==> config.mk <==
export PLATFORM = sky130hd
export DESIGN_NAME = vga_sync_gen_flat
export DESIGN_NICKNAME = d
export VERILOG_FILES = /design/src/rtl/vga_sync_if.sv /design/src/rtl/vga_sync_gen.sv /design/src/flat_wrapper.sv
export SDC_FILE = /design/constraint.sdc
export NUM_CORES = 1
export LEC_CHECK = 0
export ABC_AREA = 1
export CELL_PAD_IN_SITES_DETAIL_PLACEMENT = 1
export CELL_PAD_IN_SITES_GLOBAL_PLACEMENT = 1
export CORE_ASPECT_RATIO = 0.9
export CORE_UTILIZATION = 35
export CTS_BUF_LIST = sky130_fd_sc_hd__clkbuf_8 sky130_fd_sc_hd__clkbuf_16
export DETAILED_ROUTE_END_ITERATION = 10
export DONT_BUFFER_PORTS = 1
export GPL_TIMING_DRIVEN = 0
export PLACE_DENSITY = 0.66
export SYNTH_ARGS = -nofsm -noshare
export SYNTH_HDL_FRONTEND = slang
export SYNTH_SLANG_ARGS = --single-unit
==> constraint.sdc <==
create_clock -name clk_in -period 2.7 [get_ports clk_in]
set_input_delay 0.27 -clock clk_in [delete_from_list [all_inputs] [get_ports clk_in]]
set_output_delay 0.27 -clock clk_in [all_outputs]
set_load 0.1 [all_outputs]
==> src/rtl/vga_sync_if.sv <==
// VGA timing bundle produced by vga_sync_gen and consumed by the pixel renderer.
interface vga_sync_if #(
  parameter int CNT_W = 10
);
  logic             pix_tick;
  logic             hsync;
  logic             vsync;
  logic             video_on;
  logic [CNT_W-1:0] pixel_x;
  logic [CNT_W-1:0] pixel_y;
  logic             frame_start;

  modport master (
    output pix_tick, hsync, vsync, video_on, pixel_x, pixel_y, frame_start
  );

  modport slave (
    input  pix_tick, hsync, vsync, video_on, pixel_x, pixel_y, frame_start
  );
endinterface

==> src/rtl/vga_sync_gen.sv <==
// 640x480@60 VGA timing on clk_in, stepped by rising edges of the sampled pix_clk.
// Define SYNC_ACTIVE_HIGH_EN for active-high hsync/vsync (default active-low).
//
// state      | meaning
// ST_VISIBLE | h_cnt in visible area
// ST_FRONT   | horizontal front porch
// ST_SYNC    | hsync pulse
// ST_BACK    | back porch; last tick ends the line
module vga_sync_gen #(
  parameter int H_VISIBLE = 640,
  parameter int H_FP      = 16,
  parameter int H_SYNC    = 96,
  parameter int H_BP      = 48,
  parameter int V_VISIBLE = 480,
  parameter int V_FP      = 10,
  parameter int V_SYNC    = 2,
  parameter int V_BP      = 33,
  parameter int CNT_W     = 10
) (
  input  logic        clk_in,
  input  logic        reset,
  input  logic        pix_clk,
  vga_sync_if.master  vga
);

  localparam int H_TOTAL = H_VISIBLE + H_FP + H_SYNC + H_BP;
  localparam int V_TOTAL = V_VISIBLE + V_FP + V_SYNC + V_BP;

  localparam logic [CNT_W-1:0] H_VIS_LAST   = CNT_W'(H_VISIBLE - 1);
  localparam logic [CNT_W-1:0] H_FP_LAST    = CNT_W'(H_VISIBLE + H_FP - 1);
  localparam logic [CNT_W-1:0] H_SYNC_LAST  = CNT_W'(H_VISIBLE + H_FP + H_SYNC - 1);
  localparam logic [CNT_W-1:0] H_LAST       = CNT_W'(H_TOTAL - 1);
  localparam logic [CNT_W-1:0] V_LAST       = CNT_W'(V_TOTAL - 1);
  localparam logic [CNT_W-1:0] V_VIS_N      = CNT_W'(V_VISIBLE);
  localparam logic [CNT_W-1:0] V_SYNC_FIRST = CNT_W'(V_VISIBLE + V_FP);
  localparam logic [CNT_W-1:0] V_SYNC_LAST  = CNT_W'(V_VISIBLE + V_FP + V_SYNC - 1);

`ifdef SYNC_ACTIVE_HIGH_EN
  localparam logic SYNC_ON = 1'b1;
`else
  localparam logic SYNC_ON = 1'b0;
`endif

  typedef enum logic [1:0] {
    ST_VISIBLE = 2'd0,
    ST_FRONT   = 2'd1,
    ST_SYNC    = 2'd2,
    ST_BACK    = 2'd3
  } h_state_t;

  h_state_t         h_state, h_state_nxt;
  logic [CNT_W-1:0] h_cnt, h_cnt_nxt;
  logic [CNT_W-1:0] v_cnt, v_cnt_nxt;
  logic             s1, s2, s3;
  logic             tick;
  logic             line_end;
  logic             in_hsync, in_vsync, in_video;

  // pix_clk is asynchronous data: s1/s2 synchronise, s3 holds the previous level
  always_ff @(posedge clk_in or negedge reset) begin
    if (!reset) begin
      s1 <= 1'b0;
      s2 <= 1'b0;
      s3 <= 1'b0;
    end else begin
      s1 <= pix_clk;
      s2 <= s1;
      s3 <= s2;
    end
  end

  assign tick = s2 & ~s3;

  always_ff @(posedge clk_in or negedge reset) begin
    if (!reset) begin
      h_state <= ST_VISIBLE;
      h_cnt   <= '0;
      v_cnt   <= '0;
    end else begin
      h_state <= h_state_nxt;
      h_cnt   <= h_cnt_nxt;
      v_cnt   <= v_cnt_nxt;
    end
  end

  always_comb begin
    h_state_nxt = h_state;
    h_cnt_nxt   = h_cnt;
    v_cnt_nxt   = v_cnt;
    line_end    = 1'b0;
    if (tick) begin
      h_cnt_nxt = h_cnt + 1'b1;
      case (h_state)
        ST_VISIBLE: if (h_cnt == H_VIS_LAST)  h_state_nxt = ST_FRONT;
        ST_FRONT:   if (h_cnt == H_FP_LAST)   h_state_nxt = ST_SYNC;
        ST_SYNC:    if (h_cnt == H_SYNC_LAST) h_state_nxt = ST_BACK;
        ST_BACK: begin
          if (h_cnt == H_LAST) begin
            h_cnt_nxt   = '0;
            h_state_nxt = ST_VISIBLE;
            line_end    = 1'b1;
          end
        end
        default: h_state_nxt = ST_VISIBLE;
      endcase
      if (line_end) begin
        v_cnt_nxt = (v_cnt == V_LAST) ? '0 : v_cnt + 1'b1;
      end
    end
  end

  assign in_hsync = (h_state == ST_SYNC);
  assign in_vsync = (v_cnt >= V_SYNC_FIRST) && (v_cnt <= V_SYNC_LAST);
  assign in_video = (h_state == ST_VISIBLE) && (v_cnt < V_VIS_N);

  // Outputs describe the pixel being left this tick, so they lag the counters by one
  always_ff @(posedge clk_in or negedge reset) begin
    if (!reset) begin
      vga.pix_tick    <= 1'b0;
      vga.hsync       <= ~SYNC_ON;
      vga.vsync       <= ~SYNC_ON;
      vga.video_on    <= 1'b0;
      vga.pixel_x     <= '0;
      vga.pixel_y     <= '0;
      vga.frame_start <= 1'b0;
    end else begin
      vga.pix_tick    <= tick;
      vga.frame_start <= 1'b0;
      if (tick) begin
        vga.pixel_x     <= h_cnt;
        vga.pixel_y     <= v_cnt;
        vga.video_on    <= in_video;
        vga.hsync       <= in_hsync ? SYNC_ON : ~SYNC_ON;
        vga.vsync       <= in_vsync ? SYNC_ON : ~SYNC_ON;
        vga.frame_start <= (h_cnt == '0) && (v_cnt == '0);
      end
    end
  end

endmodule

==> src/flat_wrapper.sv <==
// flat-port wrapper written by rule: the top's interface ports become plain ports
module vga_sync_gen_flat 
#(
  parameter int H_VISIBLE = 640,
  parameter int H_FP      = 16,
  parameter int H_SYNC    = 96,
  parameter int H_BP      = 48,
  parameter int V_VISIBLE = 480,
  parameter int V_FP      = 10,
  parameter int V_SYNC    = 2,
  parameter int V_BP      = 33,
  parameter int CNT_W     = 10
)
  (clk_in, reset, pix_clk, vga_pix_tick, vga_hsync, vga_vsync, vga_video_on, vga_pixel_x, vga_pixel_y, vga_frame_start);
  vga_sync_if #(.CNT_W(CNT_W)) vga_i ();
  input  logic clk_in;
  input  logic reset;
  input  logic pix_clk;
  output wire logic [$bits(vga_i.pix_tick)-1:0] vga_pix_tick;
  output wire logic [$bits(vga_i.hsync)-1:0] vga_hsync;
  output wire logic [$bits(vga_i.vsync)-1:0] vga_vsync;
  output wire logic [$bits(vga_i.video_on)-1:0] vga_video_on;
  output wire logic [$bits(vga_i.pixel_x)-1:0] vga_pixel_x;
  output wire logic [$bits(vga_i.pixel_y)-1:0] vga_pixel_y;
  output wire logic [$bits(vga_i.frame_start)-1:0] vga_frame_start;
  assign vga_pix_tick = vga_i.pix_tick;
  assign vga_hsync = vga_i.hsync;
  assign vga_vsync = vga_i.vsync;
  assign vga_video_on = vga_i.video_on;
  assign vga_pixel_x = vga_i.pixel_x;
  assign vga_pixel_y = vga_i.pixel_y;
  assign vga_frame_start = vga_i.frame_start;
  vga_sync_gen #(.H_VISIBLE(H_VISIBLE), .H_FP(H_FP), .H_SYNC(H_SYNC), .H_BP(H_BP), .V_VISIBLE(V_VISIBLE), .V_FP(V_FP), .V_SYNC(V_SYNC), .V_BP(V_BP), .CNT_W(CNT_W)) u_core (.clk_in(clk_in), .reset(reset), .pix_clk(pix_clk), .vga(vga_i));
endmodule
# Yosys cells after proc, flatten, opt, wreduce, memory -nomap -nowiden
# Index checks and enable logic that the tools add are counted.
[word_totals]
register_bits = 50
input_bits = 3
out_inout_bits = 25
word_cells = 54
[classes]
add_sub_neg = 2
magnitude_cmp = 3
n_eq_ne = 12
n_mux = 14
bitwise = 2
reduce_logical = 8
[ops]
columns = ["op", "n"]
rows = [
  ["== test 10 bit (second input constant)", 5],
  ["2-to-1 mux 10 bit", 3],
  ["adder 10 x 1 -> 10 bit (second input constant)", 2],
  ["zero test 10 bit", 2],
  [">= comparator 10 x 9 -> 1 bit (second input constant)", 1],
  ["<= comparator 10 x 9 -> 1 bit (second input constant)", 1],
  ["less-than comparator 10 x 9 -> 1 bit (second input constant)", 1],
  ["2-to-1 mux 2 bit", 4],
  ["case mux 2 bit (4 select lines)", 1],
  ["2-to-1 mux 1 bit", 6],
  ["inequality test 2 x 1 -> 1 bit (second input constant)", 3],
  ["AND reduction 5 bit", 1],
  ["== test 2 bit (second input constant)", 2],
  ["logical AND 1 bit", 3],
  ["== test 2 x 1 -> 1 bit (second input constant)", 1],
  ["zero test 2 bit", 1],
  ["inequality test 2 bit (second input constant)", 1],
  ["AND reduction 2 bit", 1],
  ["AND 1 bit", 1],
  ["inverter 1 bit", 1],
]

# Longest topological paths before layout
# Gate-level depths: netlist of run 1.
[logic_depth]
word_depth = 5
ltp_mapped = 9
ltp_nobuf = 9

# Worst setup path after synthesis of run 1
# OpenSTA, ideal clock, no wires.
[synth_timing]
path_type = "register -> register"
from = "reg u_core.h_cnt[1]"
to = "reg u_core.v_cnt[5]"
setup_ns = 0.122
arrival_ns = 1.286
required_time_ns = 2.578
slack_ns = 1.292
path_stages_with_launch = 8
n_path_buf = 0
synth_period_minus_slack_ns = 1.408
cell_sequence = "dfrtp_1 -> ha_1 -> nand2_1 -> nor2_4 -> nand4_2 -> nor2_4 -> nand2_1 -> xor2_1"
[synth_between]
elab_chain_cells = 5
[synth_rtl]
columns = ["item", "line_no", "rtl"]
rows = [
  ["start: declaration", "vga_sync_gen.sv:52", "logic [CNT_W-1:0] h_cnt, h_cnt_nxt;"],
  ["start signal: assignment", "vga_sync_gen.sv:81", "h_cnt <= h_cnt_nxt;"],
  ["== test 10 bit", "vga_sync_gen.sv:98", "if (h_cnt == H_LAST) begin"],
  ["2-to-1 mux 1 bit", "vga_sync_gen.sv:98", ""],
  ["2-to-1 mux 1 bit", "vga_sync_gen.sv:93", "case (h_state)"],
  ["2-to-1 mux 1 bit", "vga_sync_gen.sv:91", "if (tick) begin"],
  ["AND reduction 2 bit (no source line)", "--", ""],
  ["end signal: assignment", "vga_sync_gen.sv:82", "v_cnt <= v_cnt_nxt;"],
  ["end: declaration", "vga_sync_gen.sv:53", "logic [CNT_W-1:0] v_cnt, v_cnt_nxt;"],
]
# Every way passes these cells. The select of a mux whose other input is x is not followed.
# A chain may end at the register's enable or synchronous reset.

# Worst setup path after layout of run 1
[layout_timing]
from = "reg u_core.h_cnt[1]"
to = "reg u_core.v_cnt[9]"
# The elaborated chain is that of the path after synthesis.

==> results of run 1 <==
timing repair:
item | CTS | global route
endpoints found under the hold margin | 51 | 0
hold buffers | 3 | 0
endpoints found under the setup margin | 0 | 0
worst min path at each step:
stage,start,to,slack (ns),depth (start not counted)
floorplan,reset,u_core.h_cnt[0],-0.03,0
global placement,reset,u_core.vga.pixel_x[6],-0.02,0
detailed placement,reset,u_core.vga.pixel_x[7],-0.02,0
CTS,u_core.s1,u_core.s2,0.38,0
global route,u_core.s1,u_core.s2,0.38,0
finish,u_core.s1,u_core.s2,0.37,0
registers in the layout, indices dropped and copies added (netlist names), 2 cells and up:
name	flops
u_core.h_cnt	10
u_core.v_cnt	10
u_core.vga.pixel_x	10
u_core.vga.pixel_y	10
u_core.h_state	2
synth_stat cells (3+ instances only):
| cell | number |
|---|---|
| dfrtp_1 | 48 |
| o31ai_1 | 3 |
| o21ai_1 | 4 |
| o21ai_0 | 28 |
| nand3_1 | 22 |
| buf_2 | 6 |
| nor2_1 | 23 |
| xor2_1 | 6 |
| nor3_1 | 7 |
| nand4_1 | 6 |
| ha_1 | 8 |
| inv_1 | 34 |
| nand2_1 | 68 |
area by class of cell:
cell class | count | area [sq um] | share of cell area (%)
Timing Repair Buffer | 3 | 47.5 | 1.77
Sequential cell | 50 | 1250 | 46.6
Buffer | 8 | 37.5 | 1.40
Inverter | 36 | 135 | 5.03
Tap cell | 90 | 113 | 4.19
Clock inverter | 3 | 48.8 | 1.82
Clock buffer | 5 | 68.8 | 2.56
Multi-Input combinational cell | 189 | 983 | 36.6
stage by stage:
stage,hold WS [ns],util (%)
after floorplan,-0.0256,-
after global placement,-0.0242,38.1
after detailed placement,-0.0243,38.1
after CTS,0.384,40.6
after global routing,0.383,40.6
final,0.374,40.6
routing by layer:
layer,vias up,GRT usage [%],wire [um]
met4,0,4.76,65
li1,931,-,-
met2,37,25.8,2340
met5,-,0,0
met3,7,3.91,241
met1,938,25.8,3140
critical path, cell delays in order, from the launching register on:
cell	delay (ns)
dfrtp_1	0.41
ha_1	0.23
nand2_1	0.10
nor2_4	0.16
nand4_2	0.13
nor3_4	0.30
inv_2	0.14
nand2_1	0.08
o21ai_1	0.06
cell families after synthesis:
family	Yosys count	share of synthesized area (%)
compound gates	38	8.36
simple gates	137	26.1
xor+xnor	6	2.18
flops	50	52.0
buf+inv	44	7.17
fa+ha+maj	8	4.15
where the power goes:
part / switching [mW] / internal [mW]
clock: 0.270 / 0.283
combinational: 0.145 / 0.0691
sequential: 0.328 / 0.815
total: 0.743 / 1.17
placed cells by master (no fill, tap or decap), drive strengths merged:
cell and n:
nand2 69, o31ai 3, a31oi 1, clkinvlp 1
nor2 26, xor2 6, nand3 22, dfstp 2
buf 7, dfrtp 48, or2 1, nor3 9
inv 37, ha 8, bufinv 1, a21oi 1
o21ai 32, clkbuf 7, nand4 8, nor4 2
dlygate4sd3 2, o21a 1
==> impl_metrics.ini, run 1 <==
[yosys]
yosysSeqAreaShare_pct = 52.0
synthesis.nets = 294
synth.top_cell.area_share_pct = 49.8
synth_edf_count = 0
syn_inst = 283
async_flop_share_pct = 100
ys.flop_type = dfrtp_1
yosys_warnings = 0
avgSynthCellArea_sq_um = 8.52
syn_area_sq_um = 2410
yosysUniqueCellTypes = 27
synthTopCellsByArea = dfrtp_1 (50%), nand2_1 (11%), o21ai_0 (5.8%)
ys_ff_latch = 50
yosys.area.top_type = dfrtp_1

[worst_hold_path]
worstHoldPathType = reg -> reg

[detailed_routing]
routed_via_density = 4.98
drt_pass1_iterations = 4
drtIter0Drc = 80
vias = 1913
final_antenna_net_count = 0
drc = 0
wire_per_inst_um = 15.1
wirelength_mm = 5.79

[global_route]
overflow = 0
grt_pass1_vias = 1895
grt_usage_pct = 17.6
antenna_found_initial = 0
grt_max_degree = 51
grt_pass1_wl_mm = 9.42

[placement]
routabilityCongestion = 0.799
placed_area_sq_um = 2520
portBuffers = 0
hpwlAfterDp_mm = 4.27
place_inst = 373
place_ws_ns = 1.02

[sta]
slew_viol_final = 0
rsz0062_at_grt = false
worst_slack_ns = 0.974
setup_viol = 0
slew_headroom_pct = 38.8
post-route-period-util_pct = 63.9
period_needed_ns = 1.73
tns_ns = 0
worst_pin_slew_ns = 0.918
finClkSkew_ns = 0.0113
hold_viol = 0
fmax_ghz = 0.579

[die]
ios = 28
die_x_um = 89.5
start_util_pct = 36.4
die-area_sq_um = 7220
die-height_um = 80.7
core_area_sq_um = 6620
placementRows = 28

[clocking]
ctsResizeCount = 0
postCtsSetupBuffers = 0
cts_buffers = 5
max-clock-path-buffers = 2
tritoncts = yes
cts_root_buf = clkbuf_8
insertion_delay_ns = 0.31
cts_sinks = 50
clkTransAtPathRegs_ns = 0.10
h-tree-depth = 2

[critical_path]
rr_startpoint = u_core.h_cnt[1]
crit_arrival_ns = 1.92
r2r_end = u_core.v_cnt[9]
cp-start-kind = register
crit_required_ns = 2.89
r2r_slack_ns = 0.97
cp-end-kind = register
endpoint = u_core.v_cnt[9]
critPathMaxFanout = 8
worst-setup-path-type = reg -> reg
crit_start = u_core.h_cnt[1]
reg2reg_depth = 8

[flow_run]
cap_viol_max_count = 0

[layout]
area_delta_synth_final_pct = 11.5
nFillCells = 772
fin_area_sq_um = 2690
drive_above_1_share_pct = 9.52
antenna_cells = 0
stdcell_count = 384
nets = 304

[power_and_ir_drop]
finalPower_mw = 1.91
powerDensity_nw_per_um2 = 710
leakage_nw = 1.25
ir_drop_mv = 0.337

[run_status]
outcome = finished, final reports clean
Note: power is estimated with default switching activity, not from simulation.
==> run 2, diff against run 1 <==
==> constraint.sdc (replaced) <==
create_clock -name clk_in -period 1.7 [get_ports clk_in]
set_input_delay 0.17 -clock clk_in [delete_from_list [all_inputs] [get_ports clk_in]]
set_output_delay 0.17 -clock clk_in [all_outputs]
set_load 0.1 [all_outputs]
==> run 2 against run 1 <==
  * Register-to-register slack got worse by 0.89 ns
  * Total power rose by 60%
  * Count of clock-buffer cells in the layout did not move
  * Combinational power rose by 71%
==> impl_metrics.ini, run 2 (synthesis results as in run 1) <==
[die]
die-area_sq_um = 7220
core_area_sq_um = 6620
placementRows = 28
die-height_um = 80.7
die_x_um = 89.5
ios = 28
start_util_pct = 36.4

[layout]
stdcell_count = 389
nets = 309
antenna_cells = 0
layout_commonest_cell = nand2_1
nFillCells = 773
drive_above_1_share_pct = 12.0
final_util_pct = 41.3
area_delta_synth_final_pct = 13.6
fin_area_sq_um = 2740
layout_common_cells = nand2_1 (68), dfrtp_1 (48), inv_1 (34)

[critical_path]
crit_arrival_ns = 1.85
cp_slowest_cell = dfrtp_1
cp-start-kind = register
worstPathCellList = ha_2, nand2_1, nor2_4, nand4_2, nor3_4, buf_4, nand3_1, o21ai_0
worst-setup-path-type = reg -> reg
crit_buf_inv = 1
critPathMaxFanout = 4
crit_required_ns = 1.93
critPathTopFamily = simple AND/OR/NAND/NOR gates
critPathMaxStageDelay_ns = 0.39
cp-end-kind = register

[global_route]
grt_max_degree = 51
overflow = 0
grt_pass1_wl_mm = 9.49
grt_pass1_vias = 1906
grt_usage_pct = 17.7
antenna_found_initial = 0

[detailed_routing]
drtIter0Drc = 75
vias = 1920
drt_pass1_iterations = 4
routed_via_density = 4.94
wirelength_mm = 5.86
drc = 0
wire_per_inst_um = 15.1
final_antenna_net_count = 0

[clocking]
cts_sinks = 50
tritoncts = yes
max-clock-path-buffers = 2
insertion_delay_ns = 0.31
cts_buffers = 5
h-tree-depth = 2
cts_root_buf = clkbuf_8
clkTransAtPathRegs_ns = 0.10

[worst_hold_path]
worstHoldPathType = in -> async

[run_status]
outcome = finished, final reports clean

[placement]
place_inst = 373
routabilityCongestion = 0.799
placed_area_sq_um = 2520
hpwlAfterDp_mm = 4.27
portBuffers = 0

[power_and_ir_drop]
power_frac_seq_pct = 59.2
powerDensity_nw_per_um2 = 1120
ir_drop_mv = 0.537
switchingPower_mw = 1.18
power_frac_comb_pct = 12.0
swShare_pct = 38.8
p_int_mw = 1.87
leakage_nw = 1.28
clkPwrFrac_pct = 28.8

[sta]
slew_headroom_pct = 38.8
fmax_ghz = 0.617
post-route-period-util_pct = 95.3
rsz0062_at_grt = true
finClkSkew_ns = 0.0102
setup_viol = 0
slew_viol_final = 0
hold_viol = 0
worst_pin_slew_ns = 0.918
period_needed_ns = 1.62

[flow_run]
cap_viol_max_count = 0
-- run 2: power by group through the flow --
stage	clock (mW)	sequential, mW	combinational (mW)
after floorplan	0	1.81	0.236
after global placement	0	1.83	0.302
after detailed placement	0	1.84	0.305
after CTS	0.907	1.81	0.363
after global routing	0.948	1.83	0.423
final	0.878	1.81	0.367
-- run 2: final cells by class --
cell class	instances	area, sq um	share of cell area, %
Tap cell	90	113	4.11
Clock buffer	5	68.8	2.51
Multi-Input combinational cell	189	991	36.2
Sequential cell	50	1250	45.8
Buffer	8	38.8	1.42
Timing Repair Buffer	8	88.8	3.24
Inverter	36	135	4.94
Clock inverter	3	48.8	1.78
-- run 2: final timing paths --
| path | startpoint | end | slack [ns] | cells after the start |
|---|---|---|---|---|
| worst max-delay path | u_core.h_cnt[0] | u_core.v_cnt[0] | 0.08 | 8 |
| worst min-delay path | reset | u_core.vga.frame_start | 0.38 | 2 |
| worst max register to register | u_core.h_cnt[0] | u_core.v_cnt[0] | 0.08 | 8 |
| worst min register to register | u_core.s1 | u_core.s2 | 0.38 | 0 |
| max in group asynchronous | reset | u_core.vga.hsync | 1.03 | 2 |
| min in group clk_in | u_core.s1 | u_core.s2 | 0.38 | 0 |
-- run 2: repair_timing --
item | 4_1_cts | 5_1_grt
pin swaps | 1 | 3
endpoints found under the hold margin | 51 | 0
setup endpoints to repair | 4 | 15
gates resized for setup | 0 | 5
setup buffers | 2 | 3
hold buffers | 3 | 0
-- run 2: worst reg2reg max path: cells and delay by family (launching register included) --
family,cells,cell delay [ns]
compound gates,1,0.08
fa+ha+maj,1,0.21
buf+inv,1,0.17
flops,1,0.39
simple gates,5,0.67
-- run 2: through the flow --
| step | power (mW) | setup TNS [ns] | hold slack (ns) | setup slack, ns |
|---|---|---|---|---|
| after floorplan | 2.05 | 0 | -0.126 | 0.292 |
| after global placement | 2.13 | 0 | -0.124 | 0.00740 |
| after detailed placement | 2.14 | 0 | -0.124 | 0.0164 |
| after CTS | 3.08 | 0 | 0.377 | 0.00247 |
| after global routing | 3.20 | -0.0211 | 0.383 | -0.00907 |
| final | 3.05 | 0 | 0.375 | 0.0804 |
-- run 2: routing by layer --
| layer | up-vias | GRT usage (%) | wire, um |
|---|---|---|---|
| li1 | 939 | - | - |
| met5 | - | 0 | 0 |
| met2 | 42 | 25.9 | 2340 |
| met1 | 930 | 26.2 | 3190 |
| met4 | 0 | 4.76 | 87 |
| met3 | 9 | 3.91 | 242 |
